**src/rtl/code_entry_seq.sv**
```systemverilog
// Keypad digit collector and debounced ENTER handler that streams a 4-digit code to comb_lock.
// Latency: enter pulse on the cycle after a debounced submit, gap, then digits on 4 consecutive cycles.
// No backpressure: events arriving while streaming or while locked are dropped. Optional ENTRY_TIMEOUT_EN clears stale partial entries.
module code_entry_seq #(
  parameter int unsigned DEBOUNCE_CYCLES = 1_000_000,
  parameter int unsigned ENTRY_TIMEOUT   = 500_000_000
) (
  input  logic       clk,
  input  logic       rst,
  input  logic       key_valid,
  input  logic [3:0] key_code,
  input  logic       submit_raw,
  input  logic       lock_in,
  output logic       enter_button,
  output logic [3:0] ip_pass,
  output logic       busy,
  output logic [2:0] digit_count,
  output logic       entry_err
);

  localparam int CNT_W = $clog2(DEBOUNCE_CYCLES + 1);

  typedef enum logic [1:0] {COLLECT, PULSE, GAP, STREAM} state_t;

  logic             sync1, sync2, sync_prev;
  logic [CNT_W-1:0] db_cnt;
  logic             stable, stable_q;
  logic             submit_evt;

  state_t           state;
  logic [1:0]       idx;
  logic [3:0]       dig_buf [4];

`ifdef ENTRY_TIMEOUT_EN
  logic [31:0]      idle_cnt;
`endif

  // Synchronise the raw button and accept a level only after it has held steady long enough.
  always_ff @(posedge clk) begin
    if (rst) begin
      sync1     <= 1'b0;
      sync2     <= 1'b0;
      sync_prev <= 1'b0;
      db_cnt    <= '0;
      stable    <= 1'b0;
      stable_q  <= 1'b0;
    end else begin
      sync1     <= submit_raw;
      sync2     <= sync1;
      sync_prev <= sync2;
      stable_q  <= stable;
      if (sync2 != sync_prev)
        db_cnt <= '0;
      else if (db_cnt != CNT_W'(DEBOUNCE_CYCLES))
        db_cnt <= db_cnt + CNT_W'(1);
      if (db_cnt == CNT_W'(DEBOUNCE_CYCLES))
        stable <= sync_prev;
    end
  end

  // Only a press (stable 0->1) submits; the release is silent.
  assign submit_evt = stable & ~stable_q;

  // Entry collection and the pulse/gap/stream sequence toward comb_lock.
  always_ff @(posedge clk) begin
    if (rst) begin
      state        <= COLLECT;
      idx          <= 2'd0;
      for (int k = 0; k < 4; k++) dig_buf[k] <= 4'd0;
      digit_count  <= 3'd0;
      enter_button <= 1'b0;
      ip_pass      <= 4'd0;
      busy         <= 1'b0;
      entry_err    <= 1'b0;
`ifdef ENTRY_TIMEOUT_EN
      idle_cnt     <= 32'd0;
`endif
    end else begin
      entry_err <= 1'b0;
      case (state)
        COLLECT: begin
          enter_button <= 1'b0;
          ip_pass      <= 4'd0;
          busy         <= 1'b0;
          if (lock_in) begin
            // Locked: wipe any partial code and swallow all events quietly.
            for (int k = 0; k < 4; k++) dig_buf[k] <= 4'd0;
            digit_count <= 3'd0;
`ifdef ENTRY_TIMEOUT_EN
            idle_cnt    <= 32'd0;
`endif
          end else if (submit_evt) begin
            // Submit takes priority over a simultaneous key, which is dropped.
`ifdef ENTRY_TIMEOUT_EN
            idle_cnt <= 32'd0;
`endif
            if (digit_count == 3'd4) begin
              state        <= PULSE;
              enter_button <= 1'b1;
              busy         <= 1'b1;
            end else begin
              entry_err <= 1'b1;
            end
          end else if (key_valid) begin
`ifdef ENTRY_TIMEOUT_EN
            idle_cnt <= 32'd0;
`endif
            if (key_code <= 4'd9) begin
              if (digit_count != 3'd4) begin
                dig_buf[digit_count[1:0]] <= key_code;
                digit_count               <= digit_count + 3'd1;
              end else begin
                entry_err <= 1'b1;
              end
            end else if (key_code == 4'hB) begin
              if (digit_count != 3'd0)
                digit_count <= digit_count - 3'd1;
              else
                entry_err <= 1'b1;
            end else if (key_code == 4'hC) begin
              digit_count <= 3'd0;
            end
          end
`ifdef ENTRY_TIMEOUT_EN
          else if (digit_count != 3'd0) begin
            // Abandoned partial entry: drop it after a long idle spell.
            if (idle_cnt == ENTRY_TIMEOUT - 32'd1) begin
              digit_count <= 3'd0;
              entry_err   <= 1'b1;
              idle_cnt    <= 32'd0;
            end else begin
              idle_cnt <= idle_cnt + 32'd1;
            end
          end
`endif
        end
        PULSE: begin
          enter_button <= 1'b0;
          state        <= GAP;
        end
        GAP: begin
          ip_pass <= dig_buf[0];
          idx     <= 2'd0;
          state   <= STREAM;
        end
        STREAM: begin
          if (idx == 2'd3) begin
            ip_pass     <= 4'd0;
            busy        <= 1'b0;
            digit_count <= 3'd0;
            state       <= COLLECT;
          end else begin
            ip_pass <= dig_buf[idx + 2'd1];
            idx     <= idx + 2'd1;
          end
        end
        default: state <= COLLECT;
      endcase
    end
  end

endmodule

```
**config.mk**
```make
export PLATFORM = sky130hd
export DESIGN_NAME = code_entry_seq
export DESIGN_NICKNAME = d
export VERILOG_FILES = /design/src/rtl/code_entry_seq.sv
export SDC_FILE = /design/constraint.sdc
export NUM_CORES = 1
export LEC_CHECK = 0
export ABC_AREA = 0
export CAP_MARGIN = 20
export CORE_ASPECT_RATIO = 1.75
export CORE_UTILIZATION = 53
export DETAILED_ROUTE_END_ITERATION = 12
export PLACE_DENSITY_LB_ADDON = 0.08
export SYNTH_ARGS = -nofsm -noshare
export SYNTH_HDL_FRONTEND = slang
export SYNTH_SLANG_ARGS = --single-unit
```
**constraint.sdc**
```tcl
create_clock -name clk -period 1.9 [get_ports clk]
set_clock_uncertainty 0.1 [all_clocks]
set_input_delay 0.38 -clock clk [delete_from_list [all_inputs] [get_ports clk]]
set_output_delay 0.38 -clock clk [all_outputs]
set_load 0.05 [all_outputs]
```
Word level (Yosys, flattened, before mapping)
Memories as Yosys holds them, arrays and structs flattened.
Cells that the tools add are included.
{"block": "totals", "memories": 1, "output_inout_bits": 10, "ramBits": 16, "latch_bits": 0, "elab_cells": 113, "ff_bits": 39, "mem_bits_ro": 0}
{"memory": "dig_buf", "words": 4, "word_bits": 4, "read_ports": 2, "rd_ports_with_merged_regs": 0, "wr": 4, "line_no": "32", "source": "logic [3:0] dig_buf [4];"}
{"block": "classes", "n_lt_le_gt_ge": 1, "n_mul": 0, "n_shift": 0, "add_sub_neg": 4, "n_reduce_logical": 13, "muxes": 53, "n_bitwise": 7, "n_div": 0, "eq_ne": 21}
{"cell": "$mux 3", "count": 9}
{"cell": "$mux 1", "count": 26}
{"cell": "$mux 4", "count": 6}
{"cell": "$add 20x1->20 const B", "count": 1}
{"cell": "$eq 20x20->1 const B", "count": 1}
{"cell": "$ne 20x20->1 const B", "count": 1}
{"cell": "$mux 2", "count": 6}
{"cell": "$pmux 4 s3", "count": 1}
{"cell": "$ne 2x2->1 const B", "count": 5}
{"cell": "$ne 5x5->1 const B", "count": 2}
{"cell": "$ne 3x3->1 const B", "count": 3}
{"cell": "$eq 4x4->1 const B", "count": 2}
{"cell": "$pmux 2 s4", "count": 1}
{"cell": "$reduce_and 7->1", "count": 1}
{"cell": "$eq 2x2->1 const B", "count": 3}
{"cell": "$pmux 3 s2", "count": 1}
{"cell": "$reduce_bool 2->1", "count": 3}
{"cell": "$reduce_bool 3->1", "count": 2}
{"cell": "$le 4x4->1 const B", "count": 1}
{"cell": "$ne 4x4->1 const B", "count": 1}
{"cell": "$or 1x1->1", "count": 4}
{"cell": "$pmux 1 s2", "count": 2}
{"cell": "$pmux 2 s2", "count": 1}
{"cell": "$reduce_and 2->1", "count": 2}
{"cell": "13 further kinds", "count": 14}

Longest topological paths before layout
{"block": "depth", "ltp_word": 11, "depth_mapped": 8}

Worst setup path after synthesis
No wires, ideal clock.
{"block": "synth_timing", "path_kind": "flip-flop to flip-flop", "from": "register digit_count[0]", "to": "memory dig_buf[0][0], enable pin", "path_stages_with_launch": 7, "n_path_buf": 1, "setup_ps": 309, "path_slack_ps": -425, "synth_period_minus_slack_ps": 2325, "arrival_ps": 1917, "path_cell_list": "dfxtp_1 -> inv_1 -> ha_1 -> nand2_1 -> and3_1 -> clkbuf_1 -> a221o_1"}
{"element": "start: declaration", "line_no": "17", "source": "output logic [2:0] digit_count,"}
{"element": "start signal: assignment", "line_no": "111", "source": "digit_count <= digit_count + 3'd1;"}
{"element": "start signal: assignment", "line_no": "117", "source": "digit_count <= digit_count - 3'd1;"}
{"element": "end: declaration", "line_no": "32"}

Worst setup path in the final report
{"block": "layout_timing", "from": "input key_code[2]", "to": "register digit_count[2]"}
{"block": "layout_via", "elab_chain_cells": 7, "elab_cells_between_ends": 13, "cone_classes": "order compare (1); eq/ne (5); mux (6); reduce/logical (1)"}
{"element": "start: declaration", "line_no": "11", "source": "input logic [3:0] key_code,"}
{"element": "parallel branches: the longest is 7 deep, another holds $le 4x4->1"}
Parallel ways; which one is timed is not known. The select of a mux whose other input is x is not followed.
A chain may end at the register's enable or synchronous reset.

==> impl_metrics.yaml <==
run_status:
  status: "complete, no violations"
clock_tree:
  cts.sinks: 55
  clk_latency_ns: 0.30
  cts_setup_buffers: 0
  cts.clk_slew.worst_paths_ns: 0.09
  cts_made_buffers: 5
  cts_root_buf: "clkbuf_8"
  cts_max_level: 2
  cts_tree: "built"
  cts_buffer_depth: 2
synthesis:
  ys_top_cells_by_count: "39 x dfxtp_1, 20 x and3_1, 19 x nor2_1"
  synth_area_leader_cell: "dfxtp_1"
  synth.area.top_cells: "dfxtp_1 28%, edfxtp_1 17%, ha_1 5.8%, and3_1 4.5%, mux4_2 3.2%"
  yosysMostFrequentCell: "dfxtp_1"
  ys_async_sr_fraction: 0
  synthCells: 287
  synth_area_mm2: 0.00280
  synth_edf_count: 16
  ys_types: 48
  yosys_warnings: 0
  syn_area_per_cell_um2: 9.76
  ys.flop_type: "dfxtp_1"
  yosysTopAreaCellShare: 0.279
  syn_nets: 309
  ys_ff_latch: 55
  yosysSeqAreaShare: 0.450
timing:
  tightest_slew_ns: 0.418
  tns_ns: 0
  rsz0062_at_grt: "no"
  final_max_slew_viol_count: 0
  finalCriticalPeriod_ns: 1.81
  final-setup-viol-count: 0
  fin_crit_sh: 0.952
  hold_viol: 0
  fmax_ghz: 0.553
  max_slew_margin: 0.717
setup_path:
  crit_required_ns: 1.99
  path_cells: "clkdlybuf4s50_1 > buf_4 > mux2i_1 > a21boi_0 > o41a_1 > mux2i_1"
  reg2reg_to: "db_cnt[18]$_SDFFE_PP0P_"
  rr_startpoint: "db_cnt[0]$_SDFFE_PP0P_"
  critical_path.max_fanout: 9
  cp-startpoint: "key_code[2]"
  path_common_cell: "mux2i_1"
  critical_path_arrival_ns: 1.90
  r2r_cells: 5
  crit_buf_inv: 2
  startpoint_type: "primary input"
  path_class: "in2reg"
  critPathSlowestCell: "o41a_1"
  crit_family: "compound AO/OA/AOI/OAI gates"
  cp-end-kind: "register"
  r2r_setup_slack_ns: 0.11
  critPathMaxStageDelay_ns: 0.46
routing:
  first_pass_iters: 4
  post_drt_wl_per_cell_um: 15.9
  routed_wl_um: 6090
  vias: 2223
  final_antenna_net_count: 0
  viasPerCell: 5.82
  first_iter_violations: 76
  route.detailed.drc: 0
finish:
  nFillCells: 440
  final_layout_size_suffix_gt1_frac: 0.210
  num_antenna_cells: 0
  multi_input_area_mm2: 0.00144
  syn2layout_area_growth_pct: 18.8
  fin_nets: 349
  seq_area_mm2: 0.00127
  fin_area_mm2: 0.00333
placement:
  placed_area_mm2: 0.00321
  io_buffer_count: 18
  gp_congestion: 0.797
  hpwl_um: 4810
global_route:
  grt_max_degree: 20
  antenna_found_initial: 0
  globalRouteOverflowTotal: 0
  grt_pass1_wl_um: 10300
  track_usage: 0.239
  grt_pass1_vias: 2296
job:
  drv.max_cap_violation_count: 0
power_and_ir_drop:
  power.density_mw_per_mm2: 788
  peakVddDrop_mv: 0.539
  p_leak_nw: 1.34
hold_path:
  worstHoldStart: "sync1$_SDFF_PP0_"
  hp-class: "reg2reg"
  hold-path-endpoint: "sync2$_SDFF_PP0_"
  worstHoldPathCells: 1
floorplanning:
  die_h_um: 98.2
  die_x_um: 57.0
  start_util: 0.558
  coreArea_mm2: 0.00502
  die-area_mm2: 0.00559
  pin_count: 19
  rows: 34
-- metrics by stage --
stage / power [mW] / std cells / worst slack, ns / utilization / hold WS, ns
after floorplan: 1.75 / 287 / 0.000703 / - / 0.314
after CTS: 2.63 / 382 / 0.00613 / 0.661 / 0.358
after global placement: 1.93 / 374 / -0.280 / 0.640 / 0.351
final: 2.62 / 382 / 0.0909 / 0.663 / 0.355
after detailed placement: 1.94 / 374 / -0.344 / 0.640 / 0.354
after global routing: 2.75 / 382 / 0.00421 / 0.663 / 0.366
-- worst register-to-register path: stages (launching register included) --
cell	delay (ns)
dfxtp_2	0.38
ha_1	0.18
nand3_1	0.11
or2_4	0.30
or4_1	0.51
a21oi_1	0.16
-- worst max path at each step --
stage               cells after the start  slack [ns]                     endpoint
floorplan                               8      0.0007  dig_buf[0][0]$_SDFFCE_PN0P_
global placement                        5       -0.28  dig_buf[3][3]$_SDFFCE_PN0P_
detailed placement                      5       -0.34  dig_buf[3][3]$_SDFFCE_PN0P_
CTS                                     6       0.006  dig_buf[3][0]$_SDFFCE_PN0P_
global route                            7       0.004        state[0]$_SDFFE_PP0P_
finish                                  6        0.09  digit_count[2]$_SDFFE_PP0P_
-- final cells by class --
class	count	share of cell area
clock buffer	7	0.0289
multi-input combinational	199	0.431
clock inverter	1	0.00188
timing repair buffer	48	0.114
tap	54	0.0203
inverter	18	0.0203
sequential	55	0.383
-- layout by cell type (no fill, tap or decap), drive strengths merged, types with 5 or more instances in the layout --
cell / netlist / layout
dfxtp: 39 / 39
nand3: 10 / 10
xnor2: 8 / 8
clkbuf: 13 / 7
and3: 21 / 21
nor3: 15 / 15
inv: 18 / 19
a21oi: 13 / 13
nor2: 19 / 19
nand2: 8 / 8
clkdlybuf4s50: 0 / 8
nand2b: 10 / 10
ha: 13 / 13
a221o: 5 / 5
nor2b: 11 / 11
or3: 5 / 5
edfxtp: 16 / 16
o21ai: 10 / 10
a221oi: 5 / 5
buf: 2 / 40
-- what timing repair did --
item,in CTS,in global routing
pin swaps,1,2
gates resized for setup,1,6
setup endpoints to repair,4,33
hold buffers,0,0
-- registers in the layout, summed over array words and instances, names as in the netlist --
name and flops:
state 2, sync1 1, db_cnt 20, dig_buf 16
entry_err 1, ip_pass 4, enter_button 1, idx 2
stable_q 1, stable 1, sync_prev 1, digit_count 3
busy 1, sync2 1
-- layer usage --
layer | track usage | share of wire
met1 | 0.216 | 0.35
met2 | 0.490 | 0.61
met3 | 0.0344 | 0.015
met4 | 0.109 | 0.025
met5 | 0 | 0
-- cell families after synthesis --
family / Yosys count / synth area share
simple gates: 116 / 0.238
mux: 8 / 0.0465
flops: 55 / 0.450
xor+xnor: 11 / 0.0344
compound gates: 51 / 0.129
fa+ha+maj: 13 / 0.0581
buf+inv: 33 / 0.0447
-- power by group --
group,switching (mW),leakage (nW),internal (mW)
registers,0.0510,0.496,1.30
clock network,0.370,0.0548,0.333
logic,0.329,0.793,0.243
total,0.750,1.34,1.87
Note: power is estimated with default switching activity, not from simulation.
